--- src/rtl/dual_lane_serializer.sv ---
// dual_lane_serializer
// Two-lane parallel-to-serial transmitter. One word per lane is taken through
// a valid/ready handshake. The word is shifted out MSB first, one bit per
// clock, and both lanes stay in lockstep. Back-to-back words go out with no
// idle gap.
//
// Optional feature: when the macro SER_PARITY_EN is defined, each frame ends
// with one even-parity bit per lane, so a frame is WIDTH+1 bits long.
//
// Ports:
//   clk        clock, all state updates on posedge
//   arst       asynchronous reset, active-high
//   in_valid   in_data_a/in_data_b hold a valid word
//   in_ready   word can be accepted this cycle (combinational)
//   in_data_a  parallel word, lane a
//   in_data_b  parallel word, lane b
//   ser_a      serial bit, lane a
//   ser_b      serial bit, lane b
//   ser_valid  ser_a/ser_b carry a valid bit
//   ser_last   current bit is the final bit of the frame
//   busy       a frame is being shifted out
module dual_lane_serializer #(
    parameter int unsigned WIDTH = 2,
    parameter int unsigned CNT_W = $clog2(WIDTH + 1)
) (
    input  logic             clk,
    input  logic             arst,
    input  logic             in_valid,
    output logic             in_ready,
    input  logic [WIDTH-1:0] in_data_a,
    input  logic [WIDTH-1:0] in_data_b,
    output logic             ser_a,
    output logic             ser_b,
    output logic             ser_valid,
    output logic             ser_last,
    output logic             busy
);

`ifdef SER_PARITY_EN
    localparam int unsigned FRAME_W = WIDTH + 1;
`else
    localparam int unsigned FRAME_W = WIDTH;
`endif
    localparam logic [CNT_W-1:0] LAST_CNT = CNT_W'(FRAME_W - 1);

    typedef enum logic {
        IDLE  = 1'b0,
        SHIFT = 1'b1
    } state_t;

    state_t state;
    state_t state_nxt;

    // The register holds the bits still to be sent. The bit on the wire sits in ser_*.
    logic [FRAME_W-1:0] sh_a;
    logic [FRAME_W-1:0] sh_b;
    logic [CNT_W-1:0]   cnt;

    logic [FRAME_W-1:0] frame_a;
    logic [FRAME_W-1:0] frame_b;
    logic [FRAME_W-1:0] sh_a_nxt;
    logic [FRAME_W-1:0] sh_b_nxt;
    logic [CNT_W-1:0]   cnt_nxt;
    logic               ser_a_nxt;
    logic               ser_b_nxt;
    logic               ser_valid_nxt;
    logic               ser_last_nxt;
    logic               ready_int;
    logic               accept;

    // Handshake. Reset does not enter here; the flops are held by arst anyway.
    assign ready_int = (state == IDLE) || ((state == SHIFT) && ser_last);
    assign accept    = in_valid && ready_int;

    // State register
    always_ff @(posedge clk or posedge arst) begin
        if (arst) begin
            state <= IDLE;
        end else begin
            state <= state_nxt;
        end
    end

    // Next-state logic
    always_comb begin
        state_nxt = state;
        case (state)
            IDLE:    if (accept) state_nxt = SHIFT;
            SHIFT:   if (ser_last && !accept) state_nxt = IDLE;
            default: state_nxt = IDLE;
        endcase
    end

    // Output decode. in_ready is held low while reset is asserted.
    always_comb begin
        in_ready = 1'b0;
        busy     = 1'b0;
        in_ready = ready_int && !arst;
        busy     = (state == SHIFT);
    end

    // Frame assembly. Any parity bits are computed from the word as it is accepted.
    always_comb begin
        frame_a = '0;
        frame_b = '0;
`ifdef SER_PARITY_EN
        frame_a = {in_data_a, ^in_data_a};
        frame_b = {in_data_b, ^in_data_b};
`else
        frame_a = in_data_a;
        frame_b = in_data_b;
`endif
    end

    // Datapath next values: load on accept, shift in SHIFT, clear at end of frame
    always_comb begin
        sh_a_nxt      = sh_a;
        sh_b_nxt      = sh_b;
        cnt_nxt       = cnt;
        ser_a_nxt     = ser_a;
        ser_b_nxt     = ser_b;
        ser_valid_nxt = ser_valid;
        ser_last_nxt  = ser_last;
        if (accept) begin
            ser_a_nxt     = frame_a[FRAME_W-1];
            ser_b_nxt     = frame_b[FRAME_W-1];
            sh_a_nxt      = {frame_a[FRAME_W-2:0], 1'b0};
            sh_b_nxt      = {frame_b[FRAME_W-2:0], 1'b0};
            cnt_nxt       = '0;
            ser_valid_nxt = 1'b1;
            ser_last_nxt  = (LAST_CNT == '0);
        end else if (state == SHIFT) begin
            if (ser_last) begin
                sh_a_nxt      = '0;
                sh_b_nxt      = '0;
                cnt_nxt       = '0;
                ser_a_nxt     = 1'b0;
                ser_b_nxt     = 1'b0;
                ser_valid_nxt = 1'b0;
                ser_last_nxt  = 1'b0;
            end else begin
                ser_a_nxt    = sh_a[FRAME_W-1];
                ser_b_nxt    = sh_b[FRAME_W-1];
                sh_a_nxt     = {sh_a[FRAME_W-2:0], 1'b0};
                sh_b_nxt     = {sh_b[FRAME_W-2:0], 1'b0};
                cnt_nxt      = cnt + CNT_W'(1);
                ser_last_nxt = ((cnt + CNT_W'(1)) == LAST_CNT);
            end
        end
    end

    // Datapath registers
    always_ff @(posedge clk or posedge arst) begin
        if (arst) begin
            sh_a      <= '0;
            sh_b      <= '0;
            cnt       <= '0;
            ser_a     <= 1'b0;
            ser_b     <= 1'b0;
            ser_valid <= 1'b0;
            ser_last  <= 1'b0;
        end else begin
            sh_a      <= sh_a_nxt;
            sh_b      <= sh_b_nxt;
            cnt       <= cnt_nxt;
            ser_a     <= ser_a_nxt;
            ser_b     <= ser_b_nxt;
            ser_valid <= ser_valid_nxt;
            ser_last  <= ser_last_nxt;
        end
    end

endmodule
--- config.mk ---
export PLATFORM = sky130hd
export DESIGN_NAME = dual_lane_serializer
export DESIGN_NICKNAME = d
export VERILOG_FILES = /design/src/rtl/dual_lane_serializer.sv
export SDC_FILE = /design/constraint.sdc
export NUM_CORES = 1
export LEC_CHECK = 0
export CORE_MARGIN = 3
export CORE_UTILIZATION = 30
export CTS_CLUSTER_DIAMETER = 120
export DETAILED_ROUTE_END_ITERATION = 7
export SKIP_CTS_REPAIR_TIMING = 1
export SKIP_LAST_GASP = 1
export SLEW_MARGIN = 10
export SYNTH_ARGS = -nofsm -noshare
export SYNTH_HDL_FRONTEND = slang
export SYNTH_SLANG_ARGS = --single-unit
--- constraint.sdc ---
create_clock -name clk -period 1.75 [get_ports clk]
set_input_delay 0.175 -clock clk [delete_from_list [all_inputs] [get_ports clk]]
set_output_delay 0.175 -clock clk [all_outputs]
set_load 0.05 [all_outputs]
After elaboration in Yosys (flattened, before gate mapping) --
Index checks and enable logic that the tools add are counted.
Cells by class: muxes and demuxes 24, equal/unequal tests 1, reduce and logical (&&, ||, !) cells 10, add/sub/neg operators 1, bitwise operators 1
Operator list (number):
- $mux W2 | 9
- $mux W1 | 14
- $logic_and A1 B1 Y1 | 4
- $reduce_bool A2 Y1 | 2
- $add A2 B1 Y2 const B | 1
- $eq A2 B1 Y1 const B | 1
- $logic_not A1 Y1 | 2
- $pmux W1 S2 | 1
- $reduce_and A2 Y1 | 1
- $logic_or A1 B1 Y1 | 1
- $not A1 Y1 | 1
Word-level totals: input bits 7, register bits 11, word-level logic and storage cells 45, output and inout bits 6

Depth between registers and ports, before layout --
word-level depth 7, gate-level depth with buffers 4, depth with buffers taken out 4

Least setup slack after synthesis --
Ideal clock, no wire load.
kind reg2out, start register state (netlist: busy), end output in_ready, buffers on the path 0, stages on the path, launching flop included 3, path slack 49 ps, data arrival time 1526 ps, cell sequence dfrtp_1 -> nor2b_4 -> nor2_1
On the way: cells in the longest elaborated chain, start to end 3, elaborated cells between the ends (all ways) 4, classes of those cells bitwise (1); reduce/logical (3)
Ends and longest elaborated chain:
- from (decl) | RTL line 51 | state_t state;
- from (signal assigned) | RTL line 80 | state <= state_nxt;
- $logic_and A1 B1 Y1 or $not A1 Y1 (tied branches)
- $logic_or A1 B1 Y1 * | RTL line 72 | assign ready_int = (state == IDLE) || ((state == SHIFT) && ser_last);
- $logic_and A1 B1 Y1 * | RTL line 98 | in_ready = ready_int && !arst;
- to (decl) | RTL line 29 | output logic in_ready,
Every way passes the cells marked *; elsewhere a longest branch is shown, timed or not.

Worst setup path after layout --
start register ser_valid, end output ser_valid
RTL lines:
- from (decl) | RTL line 34 | output logic ser_valid,
- from (signal assigned) | RTL line 168 | ser_valid <= ser_valid_nxt;
No word-level cell between the ends.

==> metrics.txt <==
outcome=finished clean; Synth top cells by count=9 x dfrtp_1, 5 x o21ai_0, 4 x inv_1, 4 x mux2i_1, 3 x nand2_1; Clock Path Buffers=2; syn_area_per_cell=11.1 µm²; ratio of final minimum period to clock period=92.4%; Synth Cell Area=433 µm²; cts bufs inserted=3; Total Neg Setup Slack=0 ns; Overflow after GRT=0; Worst Skew=0.00138 ns; Worst path top cell family by delay=buffers and inverters; cells after synthesis=39; Seq pwr share=35.1%; # fillers=135; post-DP HPWL=630 µm; vias in the first global route=324; Nets=64; IO Port Bufs=12; Syn Nets=47; pwr/cell area=1750 nW/µm²; Post-synth EDFFs=0; Synth cell types=16; Core ar.=1330 µm²; # rows=13; Worst-Margin Slew=0.497 ns; max_slew headroom=66.8%; Cell Chain, Critical Path=clkdlybuf4s50_1; Clk Latency, worst-skew pair=0.25 ns; routed vias=339; die height=44.0 µm; endpoints failing setup=0; synth top area cells=dfrtp_1 52%, mux2i_1 9.2%, o21ai_0 5.8%, a32oi_1 4.0%, inv_1 3.5%; Pint=0.578 mW; Final Hold Fails=0; minimum clock period=1.62 ns; Logic pwr share=49.6%; final slew viol count=0; switching pwr=0.465 mW; count leader, synth=dfrtp_1; Synth top area share=52.0%; worst setup margin=0.133 ns; area grow syn2layout=37.9%; clk slew on worst S/H paths=0.06 ns; largest net degree at the start of global routing=11; main flop type after synthesis=dfrtp_1; fraction of registers with async set/reset=100%; crit end category=output port; first-pass GRT wire length=1520 µm; 1st-pass router iterations=1; Max VDD drop=0.934 mV; Critical Path RT=1.57 ns; Buf+Inv Stages, Crit Path=1; #FFs+latches synth=9; Clock Sinks=9; Crit-path slowest cell=clkdlybuf4s50_1; Synth Warn #=0; Starting Density=32.5%; CP max stage delay=0.82 ns; CTS root buffer=clkbuf_4; worst hold path class=input pin to asynchronous set/reset pin; RSZ-0062 raised after global routing=false; final core occ=44.7%; diodes inserted=0; die area=1930 µm²; drt initial violations=0; worst setup path class=flop to output port; WL final=861 µm; Leak Pwr=0.275 nW; sequential fraction of the synthesis area=52.0%; initial antenna violation count=0; GRT Total Usage=11.0%; CTS tree=built; gpl congestion=0.699; Die Wd=44.0 µm; IO Pins=13; clock network fraction of total power=15.3%; dpl ws=0.374 ns; wire per inst=12.3 µm; R2R Setup Slk=0.66 ns; Crit Path Max Fanout=2; drt via density=4.84; H-Tree Depth=1; Worst EP arrival=1.44 ns; max_cap viols=0; startpoint types=flop; sw frac=44.6%; fmax=619 MHz; layout cells sized above 1=20.0%; cell taking the most area after synthesis=dfrtp_1; number of routed nets with antenna violations=0; Residual DRC=0
## power by group through the flow
stage                     logic [mW]  clock network [mW]  registers (mW)
final                          0.518               0.159           0.366
after global routing           0.560               0.176           0.381
after CTS                      0.525               0.167           0.365
after detailed placement       0.522                   0           0.368
after global placement         0.519                   0           0.369
after floorplan                0.191                   0           0.516
## placed cells by master (no fill, tap or decap), types with 2 or more instances in the layout
cell type	instances
a32oi_1	2
buf_4	3
clkbuf_4	3
clkdlybuf4s50_1	9
dfrtp_1	9
inv_1	4
mux2i_1	4
nand2_1	3
nand3_1	2
nor2_1	2
o21ai_0	5
## metrics by stage
step / power, mW / cells / hold WS (ns) / area, µm²
finish: 1.04 / 70 / 0.222 / 597
detailed placement: 0.890 / 66 / 0.485 / 571
global route: 1.12 / 70 / 0.261 / 597
CTS: 1.06 / 70 / 0.241 / 597
floorplan: 0.707 / 39 / 0.00292 / 433
global placement: 0.888 / 66 / 0.478 / 571
## state kept, by name (all words and copies together) (netlist names)
| register | cells |
|---|---|
| busy | 1 |
| cnt | 2 |
| ser_a | 1 |
| ser_b | 1 |
| ser_last | 1 |
| ser_valid | 1 |
| sh_a | 1 |
| sh_b | 1 |
## path summary, 6_finish.rpt
path                            depth (start not counted)             startpoint                    end
worst max register to register                          3   ser_last$_DFFE_PP0P_  ser_valid$_DFFE_PP0P_
worst max-delay path                                    1  ser_valid$_DFFE_PP0P_              ser_valid
worst min register to register                          1     cnt[0]$_DFFE_PP0P_     cnt[0]$_DFFE_PP0P_
min in group clk                                        1     cnt[0]$_DFFE_PP0P_     cnt[0]$_DFFE_PP0P_
worst min-delay path                                    2                   arst      ser_b$_DFFE_PP0P_
max in group asynchronous                               2                   arst     cnt[1]$_DFFE_PP0P_
## routing by layer
metal	part of all wire, %	global-route usage [%]
met3	7.5	5.39
met1	52	15.1
met4	0	5.42
met5	0	0
met2	40	14.0
## cells by family (layout without fill, tap and decap cells)
kind of cell    after synthesis  count (layout)  share of synthesized area [%]
compound gates               11              11                           17.3
fa+ha+maj                     1               1                           2.89
buf+inv                       5              21                           6.65
flops                         9               9                           52.0
mux                           4               4                           9.25
simple gates                  9               9                           11.8
## area by class of cell
| type | instances | area (µm²) | share of cell area [%] |
|---|---|---|---|
| clock buffer | 4 | 26.3 | 4.40 |
| inverter | 4 | 15.0 | 2.52 |
| multi-input combinational | 25 | 179 | 30.0 |
| sequential | 9 | 225 | 37.7 |
| tap | 15 | 18.8 | 3.14 |
| timing repair buffer | 13 | 133 | 22.2 |
Power figures use the tool's default switching activity.
